## src/rtl/phy_mem_arb_pkg.sv

```systemverilog
// Shared types and helpers for the two-port physical-memory arbiter.
// State encoding, port indices, default park address and the alignment check.
package phy_mem_arb_pkg;

    typedef enum logic [2:0] {
        IDLE     = 3'd0,
        RD_WAIT  = 3'd1,
        WR_PULSE = 3'd2,
        WR_WAIT  = 3'd3,
        ACK      = 3'd4
    } state_e;

    localparam logic PORT_D = 1'b0;
    localparam logic PORT_I = 1'b1;

    localparam logic [31:0] DEF_PARK_ADDR = 32'h0000_0000;

    function automatic logic is_aligned(input logic [31:0] addr);
        return (addr[1:0] == 2'b00);
    endfunction

endpackage

```

## src/rtl/arb_rr2.sv

```systemverilog
// Two-requester round-robin picker: combinational one-hot grant, pointer updated on strobe.
// Zero latency; with both requesting, the port not granted last wins.
module arb_rr2
    import phy_mem_arb_pkg::*;
(
    input  logic       clk50M,
    input  logic       rst_n,
    input  logic [1:0] req,
    input  logic       last_grant,
    input  logic       update,
    output logic [1:0] grant
);

    logic last_q;
    logic last_d;

    always_comb begin
        last_d = update ? last_grant : last_q;
    end

    // Reset as if I was granted last, so D wins the first contention.
    always_ff @(posedge clk50M or negedge rst_n) begin
        if (!rst_n) begin
            last_q <= PORT_I;
        end else begin
            last_q <= last_d;
        end
    end

    always_comb begin
        grant = 2'b00;
        case (req)
            2'b01:   grant = 2'b01;
            2'b10:   grant = 2'b10;
            2'b11:   grant = (last_q == PORT_D) ? 2'b10 : 2'b01;
            default: grant = 2'b00;
        endcase
    end

endmodule

```

## src/rtl/phy_mem_arbiter.sv

```systemverilog
// Shares one phy_mem_ctrl port between fetch (I) and load/store (D) requesters.
// Read ack at grant+READ_WAIT+1, write ack one cycle after busy drops; address parked while idle.
module phy_mem_arbiter
    import phy_mem_arb_pkg::*;
#(
    parameter int unsigned    READ_WAIT  = 1,
    parameter int unsigned    WR_TIMEOUT = 15,
    parameter logic [31:0]    PARK_ADDR  = DEF_PARK_ADDR
) (
    input  logic        clk50M,
    input  logic        rst_n,
    input  logic        i_req,
    input  logic [31:0] i_addr,
    output logic [31:0] i_rdata,
    output logic        i_ack,
    output logic        i_err,
    input  logic        d_req,
    input  logic        d_we,
    input  logic [31:0] d_addr,
    input  logic [31:0] d_wdata,
    output logic [31:0] d_rdata,
    output logic        d_ack,
    output logic        d_err,
    output logic        mem_is_write,
    output logic [31:0] mem_addr,
    output logic [31:0] mem_data_in,
    input  logic [31:0] mem_data_out,
    input  logic        mem_busy
);

    localparam logic [3:0] RD_LAST = 4'(READ_WAIT - 1);
    localparam logic [3:0] WR_LAST = 4'(WR_TIMEOUT - 2);

    state_e      state_q;
    logic [3:0]  cnt_q;
    logic        port_q;
    logic        err_q;
    logic [31:0] i_rdata_q;
    logic        i_ack_q;
    logic        i_err_q;
    logic [31:0] d_rdata_q;
    logic        d_ack_q;
    logic        d_err_q;
    logic        mem_is_write_q;
    logic [31:0] mem_addr_q;
    logic [31:0] mem_data_in_q;

    logic [1:0]  grant;
    logic        sel_port;
    logic        sel_we;
    logic [31:0] sel_addr;

    arb_rr2 u_arb (
        .clk50M     (clk50M),
        .rst_n      (rst_n),
        .req        ({i_req, d_req}),
        .last_grant (port_q),
        .update     (state_q == ACK),
        .grant      (grant)
    );

    always_comb begin
        sel_port = grant[PORT_I];
        sel_we   = (sel_port == PORT_D) && d_we;
        sel_addr = (sel_port == PORT_I) ? i_addr : d_addr;
    end

    // Ack is registered in the ACK state, so it lands one edge after ACK is entered.
    always_ff @(posedge clk50M or negedge rst_n) begin
        if (!rst_n) begin
            state_q        <= IDLE;
            cnt_q          <= 4'd0;
            port_q         <= PORT_D;
            err_q          <= 1'b0;
            i_rdata_q      <= 32'd0;
            i_ack_q        <= 1'b0;
            i_err_q        <= 1'b0;
            d_rdata_q      <= 32'd0;
            d_ack_q        <= 1'b0;
            d_err_q        <= 1'b0;
            mem_is_write_q <= 1'b0;
            mem_addr_q     <= PARK_ADDR;
            mem_data_in_q  <= 32'd0;
        end else begin
            i_ack_q        <= 1'b0;
            i_err_q        <= 1'b0;
            d_ack_q        <= 1'b0;
            d_err_q        <= 1'b0;
            mem_is_write_q <= 1'b0;
            case (state_q)
                IDLE: begin
                    if (grant != 2'b00) begin
                        port_q <= sel_port;
                        cnt_q  <= 4'd0;
                        if (!is_aligned(sel_addr)) begin
                            err_q   <= 1'b1;
                            state_q <= ACK;
                        end else begin
                            err_q      <= 1'b0;
                            mem_addr_q <= sel_addr;
                            if (sel_we) begin
                                mem_data_in_q  <= d_wdata;
                                mem_is_write_q <= 1'b1;
                                state_q        <= WR_PULSE;
                            end else begin
                                state_q <= RD_WAIT;
                            end
                        end
                    end
                end
                RD_WAIT: begin
                    if (cnt_q == RD_LAST) begin
                        if (port_q == PORT_I) begin
                            i_rdata_q <= mem_data_out;
                        end else begin
                            d_rdata_q <= mem_data_out;
                        end
                        mem_addr_q <= PARK_ADDR;
                        state_q    <= ACK;
                    end else begin
                        cnt_q <= cnt_q + 4'd1;
                    end
                end
                WR_PULSE: begin
                    state_q <= WR_WAIT;
                end
                WR_WAIT: begin
                    if (!mem_busy) begin
                        mem_addr_q <= PARK_ADDR;
                        state_q    <= ACK;
                    end else if (cnt_q == WR_LAST) begin
                        err_q      <= 1'b1;
                        mem_addr_q <= PARK_ADDR;
                        state_q    <= ACK;
                    end else begin
                        cnt_q <= cnt_q + 4'd1;
                    end
                end
                ACK: begin
                    if (port_q == PORT_I) begin
                        i_ack_q <= 1'b1;
                        i_err_q <= err_q;
                    end else begin
                        d_ack_q <= 1'b1;
                        d_err_q <= err_q;
                    end
                    state_q <= IDLE;
                end
                default: begin
                    state_q <= IDLE;
                end
            endcase
        end
    end

    assign i_rdata      = i_rdata_q;
    assign i_ack        = i_ack_q;
    assign i_err        = i_err_q;
    assign d_rdata      = d_rdata_q;
    assign d_ack        = d_ack_q;
    assign d_err        = d_err_q;
    assign mem_is_write = mem_is_write_q;
    assign mem_addr     = mem_addr_q;
    assign mem_data_in  = mem_data_in_q;

endmodule

```

## config.mk

```make
export PLATFORM = sky130hd
export DESIGN_NAME = phy_mem_arbiter
export DESIGN_NICKNAME = d
export VERILOG_FILES = /design/src/rtl/phy_mem_arb_pkg.sv /design/src/rtl/arb_rr2.sv /design/src/rtl/phy_mem_arbiter.sv
export SDC_FILE = /design/constraint.sdc
export NUM_CORES = 1
export LEC_CHECK = 0
export CORE_MARGIN = 10
export CORE_UTILIZATION = 45
export CTS_CLUSTER_DIAMETER = 200
export DETAILED_ROUTE_END_ITERATION = 7
export GPL_TIMING_DRIVEN = 0
export HOLD_SLACK_MARGIN = 0.12
export PLACE_DENSITY = 0.85
export SYNTH_ARGS = -nofsm -noshare
export SYNTH_HDL_FRONTEND = slang
export SYNTH_SLANG_ARGS = --single-unit
```

## constraint.sdc

```tcl
create_clock -name clk50M -period 4 [get_ports clk50M]
set_input_delay 0.4 -clock clk50M [delete_from_list [all_inputs] [get_ports clk50M]]
set_output_delay 0.4 -clock clk50M [all_outputs]
set_load 0.01 [all_outputs]
```

==> summary.txt, run 1 <==
Min path
  • Hold path depth: 1
  • Hold Path End: mem_addr[26]
  • Hold/Removal Path Class: reg2reg
  • Hold Startpoint: mem_addr[26]

Placement
  • Placed inst area: 8910 sq um
  • Post-DP HPWL: 14,800 microns
  • # port buffers: 266
  • Gpl congestion: 0.879

Cells and area
  • Commonest non-fill, non-tap cell in the layout: clkdlybuf4s50_1
  • Post-route cell area: 9470 sq um
  • Register area: 3580 sq um
  • P&R area growth vs syn: 57.9%
  • Diode count: 0
  • Nets: 881
  • Most frequent cells in the layout: clkdlybuf4s50_1, dfrtp_1, mux2_2, nand2_1, a21oi_1
  • Layout cells sized above 1: 0.197
  • Fillers: 880
  • Area of the multi-input gates: 2270 sq um

Timing
  • Fmax: 0.425 GHz
  • RSZ-0062 raised after global routing: false
  • Final Slew Violations: 0
  • Final period util: 0.589
  • Max Clock Skew: 0.00528 ns
  • Max_slew headroom: 0.507
  • Worst-margin pin slew: 0.739 ns
  • Final setup fails: 0
  • Minimum clock period: 2.36 ns
  • Fin. Hold Viols: 0
  • Post-route setup TNS: 0 ns

Setup path
  • Worst Reg-to-Reg Cells: 7
  • Max FO, Critical Path: 10
  • Startpoint types: register
  • Worst path max stage delay: 0.43 ns
  • Setup CP Type: reg2reg
  • CP max stage cell: dfrtp_1
  • R2R Setup Slk: 1.64 ns
  • R2r startpoint: cnt_q[0]
  • R2R Path End: d_rdata[10]
  • Worst Path Required: 4.29 ns
  • CP endpoint kind: register
  • Arr. time, crit path: 2.65 ns
  • CP Cell Sequence: inv_1 > ha_1 > nor4b_2 > nand2_1 > nor2_1 > buf_2 > mux2_2

Power
  • Sw Ratio: 0.316
  • Psw: 2.27 mW
  • Pleak: 4.04 nW
  • Seq pwr share: 0.350
  • Power density cells: 757 nW/um^2
  • VDD IR-drop max: 0.476 mV
  • Clk pwr share: 0.207
  • Comb power frac: 0.443
  • Internal power: 4.91 mW

Drt
  • Via count: 4,703
  • WL final: 18,800 microns
  • Remaining antenna violation count: 0
  • Pre-antenna DRT Iters: 4
  • Drt drc: 0
  • WL per Instance: 20.2 microns
  • Via density: 5.04
  • DR iter-0 viols: 229

Yosys
  • Number of flops mapped to enable cells by yosys: 0
  • Synth Warn #: 0
  • Post-synthesis sequential area ratio: 0.597
  • Async SR Flop Fraction: 1.00
  • Mapped Cells: 457
  • Mean Syn Cell Area: 13.1 sq um
  • Distinct cells, synth: 40
  • Mapped Nets: 594
  • Mapped cell area: 6000 sq um
  • Seq cells post-synth: 143
  • Synth Flop Type: dfrtp_1

Clock network
  • Clk_lat worst skew: 0.41 ns
  • Hold-fix buffers at CTS: 1
  • CTS tree: yes
  • H-tree levels: 4
  • Post-CTS setup buffers: 0
  • CTS buffer count: 17
  • Clk root buf: clkbuf_16
  • Worst-path clk slew: 0.06 ns
  • Post_cts resized: 0
  • Clock Sinks: 143
  • Clk buf depth: 2

Run status
  • Status: finished, final reports clean

Global routing
  • Vias in the first global route: 5,340
  • GRT Max-Usage Layer: met2
  • GR Util met3: 0.114
  • GR Util All Layers: 0.204
  • Remaining Overflow, GRT: 0
  • Met1 global-route usage: 0.213
  • First-pass GRT wire length: 29,200 microns
  • GR Util met2: 0.346
  • Initial antenna violation count: 0
  • Largest net degree at the start of global routing: 80

Floorplanning
  • I/O Pins: 267
  • Die Height: 135 microns
  • Chip width: 135 microns
  • Die ar.: 18,300 sq um
  • Core Region: 13,100 sq um
  • Standard-cell rows: 42
  • Starting Density: 0.457

Flow run
  • Max-cap violations: 0
[worst max-delay path by stage]
| stage | startpoint | end | slack [ns] | cells after the start |
|---|---|---|---|---|
| floorplan | u_arb.last_q | mem_addr[10] | 2.00 | 5 |
| global placement | rst_n | mem_addr[17] | -2.89 | 1 |
| detailed placement | d_req | mem_addr[17] | 1.24 | 6 |
| CTS | cnt_q[0] | d_rdata[24] | 1.62 | 7 |
| global route | cnt_q[0] | d_rdata[9] | 1.53 | 7 |
| finish | cnt_q[0] | d_rdata[10] | 1.64 | 7 |
[Yosys cell counts (all sizes together), types with 4 or more instances]
| cell type | n | area [sq um] |
|---|---|---|
| a21oi | 35 | 175 |
| buf | 13 | 83.8 |
| clkbuf | 11 | 41.3 |
| dfrtp | 142 | 3550 |
| inv | 7 | 26.3 |
| mux2 | 126 | 1420 |
| nand2 | 65 | 244 |
| nor2 | 6 | 22.5 |
| nor2b | 4 | 25.0 |
| nor3 | 6 | 30.0 |
[power groups by stage]
stage | Clock (mW) | Sequential (mW) | Combinational [mW]
floorplan | 0 | 2.78 | 1.05
global placement | 0 | 2.47 | 3.13
detailed placement | 0 | 2.52 | 3.21
CTS | 1.51 | 2.51 | 3.24
global route | 1.56 | 2.59 | 3.41
finish | 1.48 | 2.51 | 3.18
[routing by layer]
| layer | wire length, microns | vias to the layer above |
|---|---|---|
| li1 | - | 2176 |
| met1 | 6980 | 2283 |
| met2 | 9150 | 224 |
| met3 | 2440 | 20 |
| met4 | 274 | 0 |
| met5 | 0 | - |
[kinds of logic (layout without fill, tap and decap cells)]
family | count (synthesis) | count (layout) | synth area share
AO/OA/AOI/OAI | 54 | 54 | 0.0561
AND/OR/NAND/NOR | 100 | 100 | 0.0791
multiplexers | 126 | 126 | 0.237
flip-flops | 143 | 143 | 0.597
adder cells (fa/ha/maj) | 3 | 3 | 0.00626
buffers and inverters | 31 | 331 | 0.0252
[worst max-delay path: cells and delay by family (launching register included)]
| family | cells | cell delay (ns) |
|---|---|---|
| flip-flops | 1 | 0.43 |
| buffers and inverters | 2 | 0.45 |
| adder cells (fa/ha/maj) | 1 | 0.14 |
| multiplexers | 1 | 0.38 |
| AND/OR/NAND/NOR | 3 | 0.84 |
[final cells by class]
type                            instances  share of cell area
Sequential cell                       143               0.378
Timing Repair Buffer                  268               0.285
Multi-Input combinational cell        283               0.239
Clock buffer                           23              0.0494
Tap cell                              176              0.0232
Buffer                                 24              0.0132
Clock inverter                          9             0.00898
Inverter                                7             0.00277
[sequential cells by signal, summed over array words and instances (netlist names), 3 cells and up]
register     count
d_rdata         32
i_rdata         32
mem_addr        32
mem_data_in     32
cnt_q            4
state_q          3
[through the flow]
stage,power (mW),std cells,hold slack (ns),utilization,worst slack (ns)
final,7.17,933,0.485,0.721,1.64
after global routing,7.56,933,0.497,0.721,1.53
after CTS,7.26,933,0.489,0.721,1.62
after detailed placement,5.74,900,0.476,0.678,1.24
after global placement,5.60,899,0.467,0.676,-2.89
after floorplan,3.83,457,0.104,-,2.00
Note: power is estimated with default switching activity, not from simulation.
==> run 2: changes to the inputs <==
--- a/config.mk
+++ b/config.mk
@@ -6,12 +6,12 @@
 export NUM_CORES = 1
 export LEC_CHECK = 0
 export CORE_MARGIN = 10
-export CORE_UTILIZATION = 45
+export CORE_UTILIZATION = 38
 export CTS_CLUSTER_DIAMETER = 200
 export DETAILED_ROUTE_END_ITERATION = 7
 export GPL_TIMING_DRIVEN = 0
 export HOLD_SLACK_MARGIN = 0.12
-export PLACE_DENSITY = 0.85
+export PLACE_DENSITY = 0.77
 export SYNTH_ARGS = -nofsm -noshare
 export SYNTH_HDL_FRONTEND = slang
 export SYNTH_SLANG_ARGS = --single-unit
==> constraint.sdc (replaced) <==
create_clock -name clk50M -period 2 [get_ports clk50M]
set_input_delay 0.2 -clock clk50M [delete_from_list [all_inputs] [get_ports clk50M]]
set_output_delay 0.2 -clock clk50M [all_outputs]
set_load 0.01 [all_outputs]
==> run 2 against run 1 <==
- the flow now finishes with violations (negative setup slack)
- via count up 1.9%
- first-iteration DRC count down 11%
- sequential share of layout area fell by 1.8 points
- setup slack worse by 1.7 ns
- cell count is 5.6% higher
- register-to-register slack got worse by 1.7 ns
- final area increased by 5.1%
- non-clock buffer count increased by 17
- routed wire length rose by 2.2%
- critical path depth decreased by 1
- critical path type unchanged
==> summary.txt, run 2 (synthesis results as in run 1) <==
Placement
  • Post-DP HPWL: 14,400 microns (-2.6%)
  • Setup WS pre-CTS: -0.438 ns (-1.68 ns)
  • Placed insts: 935 (+3.9%)
  • # port buffers: 266 (unchanged)
  • Gpl congestion: 0.830 (-5.6%)
  • Placed inst area: 8950 sq um (+0.49%)

Power
  • Power density cells: 1540 nW/um^2 (+100%)
  • Pleak: 4.28 nW (+6.1%)
  • VDD IR-drop max: 0.853 mV (+79%)

Clock network
  • Clock Sinks: 143 (unchanged)
  • Clk buf depth: 2 (unchanged)
  • Clk_lat worst skew: 0.42 ns (about the same)
  • H-tree levels: 4 (unchanged)
  • Clk root buf: clkbuf_16
  • CTS tree: yes
  • CTS buffer count: 17 (unchanged)
  • Worst-path clk slew: 0.06 ns (about the same)

Drt
  • WL final: 19,300 microns (+2.2%)
  • Pre-antenna DRT Iters: 4 (unchanged)
  • Via density: 4.87 (-3.4%)
  • DR iter-0 viols: 203 (-11%)
  • Remaining antenna violation count: 0 (unchanged)
  • Drt drc: 0 (unchanged)
  • WL per Instance: 19.5 microns (-3.2%)
  • Via count: 4,794 (+1.9%)

Setup path
  • CP Cell Sequence: a21boi_4 > or4_4 > a211oi_4 > buf_6 > clkbuf_16 > mux2_4
  • CP Buf/Inv Count: 2 (unchanged)
  • Max FO, Critical Path: 5 (-5)
  • CP endpoint kind: register
  • CP max stage cell: dfstp_2
  • Setup CP Type: reg2reg
  • CP top delay family: flip-flops
  • Startpoint types: register
  • Worst path max stage delay: 0.55 ns (+0.12 ns)
  • Arr. time, crit path: 2.40 ns (-0.25 ns)
  • Worst Path Required: 2.30 ns (-1.99 ns)

Cells and area
  • Diode count: 0 (unchanged)
  • Most frequent cells in the layout: clkdlybuf4s50_1, dfrtp_1, mux2_2, nand2_1, a21oi_1
  • Layout cells sized above 1: 0.270 (+0.0732)
  • Commonest non-fill, non-tap cell in the layout: clkdlybuf4s50_1
  • Post-route cell area: 9960 sq um (+5.1%)
  • Final Non-Filler Cells: 985 (+5.6%)
  • Nets: 898 (+1.9%)
  • P&R area growth vs syn: 66.0%
  • Fin util: 0.650 (-0.0708)

Min path
  • Hold/Removal Path Class: in2reg

Floorplanning
  • Core Region: 15,300 sq um (+17%)
  • Starting Density: 0.392 (-0.0649)
  • Die ar.: 21,200 sq um (+16%)
  • Chip width: 146 microns (+7.5%)
  • Standard-cell rows: 45 (+7.1%)
  • Die Height: 146 microns (+7.5%)
  • I/O Pins: 267 (unchanged)

Run status
  • Status: finished with violations
  • Failing checks: negative setup slack

Timing
  • Max Clock Skew: 0.00693 ns (+0.00165 ns)
  • Fin worst setup slack: -0.0988 ns (-1.74 ns)
  • Final period util: 1.05 (+0.461)
  • Final setup fails: 58 (+58)
  • Fmax: 0.476 GHz (+12%)
  • Worst-margin pin slew: 0.806 ns (+0.0669 ns)
  • Final Slew Violations: 0 (unchanged)
  • Minimum clock period: 2.10 ns (-0.257 ns)
  • RSZ-0062 raised after global routing: true
  • Max_slew headroom: 0.463 (-0.0446)
  • Fin. Hold Viols: 0 (unchanged)
  • Post-route setup TNS: -2.68 ns (-2.68 ns)

Global routing
  • Remaining Overflow, GRT: 0 (unchanged)
  • Initial antenna violation count: 0 (unchanged)
  • First-pass GRT wire length: 30,100 microns (+3.2%)
  • Vias in the first global route: 5,345 (+0.094%)
  • GR Util All Layers: 0.179 (-0.0259)
  • Largest net degree at the start of global routing: 89 (+11%)

Flow run
  • Max-cap violations: 0 (unchanged)
==> run 2: power breakdown <==
part	leakage (nW)	total, mW	switching, mW	internal (mW)
Clock	0.284	3.12	1.27	1.85
Sequential	1.75	5.05	0.775	4.27
Combinational	2.25	7.17	2.75	4.42
Total	4.28	15.3	4.79	10.5
==> run 2: path summary, 6_finish.rpt <==
kind,endpoint,slack (ns),depth (start not counted),from
max in group asynchronous,u_arb.last_q,0.81,3,rst_n
worst max register to register,mem_addr[16],-0.1,6,u_arb.last_q
worst min-delay path,mem_data_in[14],0.40,2,d_wdata[14]
worst max-delay path,mem_addr[16],-0.1,6,u_arb.last_q
worst min register to register,mem_addr[1],0.50,1,mem_addr[1]
min in group asynchronous,i_rdata[26],0.42,2,rst_n
==> run 2: per-layer routing <==
| metal | routed length [microns] | global-route usage | up-vias |
|---|---|---|---|
| met1 | 7420 | 0.188 | 2378 |
| li1 | - | - | 2198 |
| met5 | 0 | 0 | - |
| met3 | 1650 | 0.0798 | 23 |
| met2 | 9840 | 0.312 | 195 |
| met4 | 342 | 0.0576 | 0 |
==> run 2: area by class of cell <==
cell class	count	area (sq um)
fillers	1188	5360
clock inverters	15	160
flip-flops and latches	143	3580
well taps	211	264
clock buffers	17	425
multi-input cells	283	2450
inverters	7	26.3
repair buffers	285	2880
plain buffers	24	179
==> run 2: repair_timing <==
| action | 4_1_cts | 5_1_grt |
|---|---|---|
| pin swaps | 3 | 4 |
| resized for setup | 36 | 36 |
| buffers inserted | 10 | 5 |
| cloned | 1 | 1 |
| endpoints found under the setup margin | 121 | 125 |
| hold endpoints to repair | 87 | 0 |
| hold buffers | 1 | 0 |
==> run 2: worst register-to-register path: stages (launching register included) <==
cell and delay [ns]:
dfstp_2 0.55, a21boi_4 0.06, or4_4 0.44, a211oi_4 0.30
buf_6 0.17, clkbuf_16 0.15, mux2_4 0.30
==> run 2: metrics by stage <==
step	power [mW]	hold WS [ns]
2_1_floorplan	7.67	-0.0956
3_3_place_gp	11.2	0.467
4_1_cts	15.1	0.380
3_5_place_dp	11.5	0.321
6_report	15.3	0.396
5_1_grt	16.2	0.384
==> run 3: changes to the inputs <==
--- a/config.mk
+++ b/config.mk
@@ -11,7 +11,7 @@
 export DETAILED_ROUTE_END_ITERATION = 7
 export GPL_TIMING_DRIVEN = 0
 export HOLD_SLACK_MARGIN = 0.12
-export PLACE_DENSITY = 0.77
+export PLACE_DENSITY = 0.86
 export SYNTH_ARGS = -nofsm -noshare
 export SYNTH_HDL_FRONTEND = slang
 export SYNTH_SLANG_ARGS = --single-unit
==> run 3 against run 2 <==
- the flow still finishes with violations (negative setup slack)
- critical path depth is the same
- sequential power shrank 1%
- combinational power shrank 3.1%
- utilization grew 0.26 points
- critical endpoint is now mem_addr[17]
- largest cell class unchanged
- clock power grew 4%
- sequential share of layout area shrank 0.14 points
- final area grew 0.40%
- clock skew grew 0.0028 ns
- first-iteration DRC count shrank 8.4%
- cell count grew 0.20%
==> summary.txt, run 3 (synthesis results as in run 1) <==
Run status
  • Status: finished with violations
  • Failing checks: negative setup slack

Clock network
  • Clk_lat worst skew: 0.41 ns (about the same)
  • Clk buf depth: 2 (unchanged)
  • Worst-path clk slew: 0.06 ns (about the same)
  • CTS tree: yes
  • Clk root buf: clkbuf_16
  • Clock Sinks: 143 (unchanged)
  • H-tree levels: 4 (unchanged)
  • CTS buffer count: 17 (unchanged)

Floorplanning
  • Standard-cell rows: 45 (unchanged)
  • Die Height: 146 microns (unchanged)
  • I/O Pins: 267 (unchanged)
  • Die ar.: 21,200 sq um (unchanged)
  • Core Region: 15,300 sq um (unchanged)
  • Starting Density: 0.392 (unchanged)
  • Chip width: 146 microns (unchanged)

Drt
  • Remaining antenna violation count: 0 (unchanged)
  • Pre-antenna DRT Iters: 4 (unchanged)
  • WL final: 18,400 microns (-4.2%)
  • Drt drc: 0 (unchanged)
  • Via count: 4,736 (-1.2%)
  • Via density: 4.80 (-1.4%)
  • WL per Instance: 18.7 microns (-4.4%)
  • DR iter-0 viols: 186 (-8.4%)

Cells and area
  • Commonest non-fill, non-tap cell in the layout: clkdlybuf4s50_1
  • Most frequent cells in the layout: clkdlybuf4s50_1, dfrtp_1, mux2_2, nand2_1, a21oi_1
  • Post-route cell area: 10000 sq um (+0.40%)
  • P&R area growth vs syn: 66.7%
  • Fin util: 0.653 (+0.00261)
  • Nets: 903 (+0.56%)
  • Layout cells sized above 1: 0.253 (-0.0174)
  • Fillers: 1,175 (-1.1%)
  • Diode count: 0 (unchanged)

Global routing
  • First-pass GRT wire length: 29,100 microns (-3.3%)
  • Largest net degree at the start of global routing: 84 (-5.6%)
  • Remaining Overflow, GRT: 0 (unchanged)
  • Vias in the first global route: 5,125 (-4.1%)
  • Initial antenna violation count: 0 (unchanged)
  • GR Util All Layers: 0.170 (-0.00838)

Timing
  • Final period util: 1.04 (-0.0116)
  • Max Clock Skew: 0.00972 ns (+0.00279 ns)
  • Fin worst setup slack: -0.0755 ns (+0.0233 ns)
  • Fmax: 0.482 GHz (+1.1%)
  • Minimum clock period: 2.08 ns (-0.0233 ns)
  • Final setup fails: 30 (-48%)
  • Fin. Hold Viols: 0 (unchanged)
  • RSZ-0062 raised after global routing: true
  • Worst-margin pin slew: 0.580 ns (-0.226 ns)
  • Post-route setup TNS: -1.38 ns (+1.30 ns)
  • Final Slew Violations: 0 (unchanged)
  • Max_slew headroom: 0.613 (+0.150)

Placement
  • Post-DP HPWL: 13,700 microns (-5.2%)
  • Placed inst area: 8950 sq um (unchanged)
  • # port buffers: 266 (unchanged)
  • Gpl congestion: 0.795 (-4.2%)

Power
  • VDD IR-drop max: 0.881 mV (+3.3%)
  • Pleak: 4.30 nW (+0.34%)
  • Power density cells: 1520 nW/um^2 (-1.5%)

Setup path
  • Setup CP Type: reg2reg
  • Arr. time, crit path: 2.36 ns (-0.04 ns)
  • Max FO, Critical Path: 5 (unchanged)
  • Startpoint types: register
  • CP endpoint kind: register
  • Worst Path Required: 2.29 ns (about the same)

Min path
  • Hold/Removal Path Class: in2async

Flow run
  • Max-cap violations: 0 (unchanged)
==> run 3: repair_timing <==
item | in CTS | in global routing
setup endpoints to repair | 120 | 123
hold buffers | 1 | 0
pin swaps | 3 | 5
cloned | 1 | 3
hold endpoints to repair | 59 | 0
buffers inserted | 14 | 5
gates resized for setup | 30 | 35
==> run 3: worst paths after layout <==
| path | start | end | slack, ns | depth (start not counted) |
|---|---|---|---|---|
| setup / recovery | u_arb.last_q | mem_addr[17] | -0.08 | 6 |
| hold / removal | rst_n | d_rdata[4] | 0.32 | 2 |
| setup reg to reg | u_arb.last_q | mem_addr[17] | -0.08 | 6 |
| hold reg to reg | mem_addr[4] | mem_addr[4] | 0.48 | 1 |
| max in group asynchronous | rst_n | mem_addr[26] | 0.86 | 3 |
| min in group clk50M | d_wdata[17] | mem_data_in[17] | 0.40 | 2 |
==> run 3: layout make-up <==
type	instances	area, sq um	area share
buffer	23	171	0.0171
clock buffer	20	467	0.0467
clock inverter	9	135	0.0135
inverter	7	26.3	0.00263
multi-input combinational	283	2410	0.241
sequential	143	3580	0.358
tap	211	264	0.0264
timing repair buffer	291	2940	0.294
==> run 3: per-layer routing <==
layer	global-route usage	share of wire
met3	0.0671	0.079
met4	0.0470	0.013
met1	0.190	0.39
met5	0	0
met2	0.294	0.52
==> run 3: where the power goes <==
group / internal, mW / total (mW) / switching [mW] / leakage [nW]
Combinational: 4.26 / 6.95 / 2.69 / 2.26
Sequential: 4.27 / 4.99 / 0.717 / 1.75
Clock: 2.04 / 3.23 / 1.19 / 0.286
==> run 3: worst max-delay path, stage by stage, from the launching register on <==
cell       delay [ns]
dfstp_2          0.55
a21boi_4         0.06
or4_4            0.44
a211oi_4         0.27
buf_6            0.17
clkbuf_16        0.14
mux2_1           0.31
==> run 3: per-stage QoR <==
step | cells | setup slack, ns | power, mW | hold WS (ns)
finish | 987 | -0.0755 | 15.2 | 0.320
global route | 987 | -0.127 | 16.0 | 0.385
CTS | 979 | -0.0556 | 15.0 | 0.347
detailed placement | 935 | -0.444 | 11.4 | 0.226
global placement | 934 | -5.06 | 11.2 | 0.467
floorplan | 457 | 0.00103 | 7.67 | -0.0956
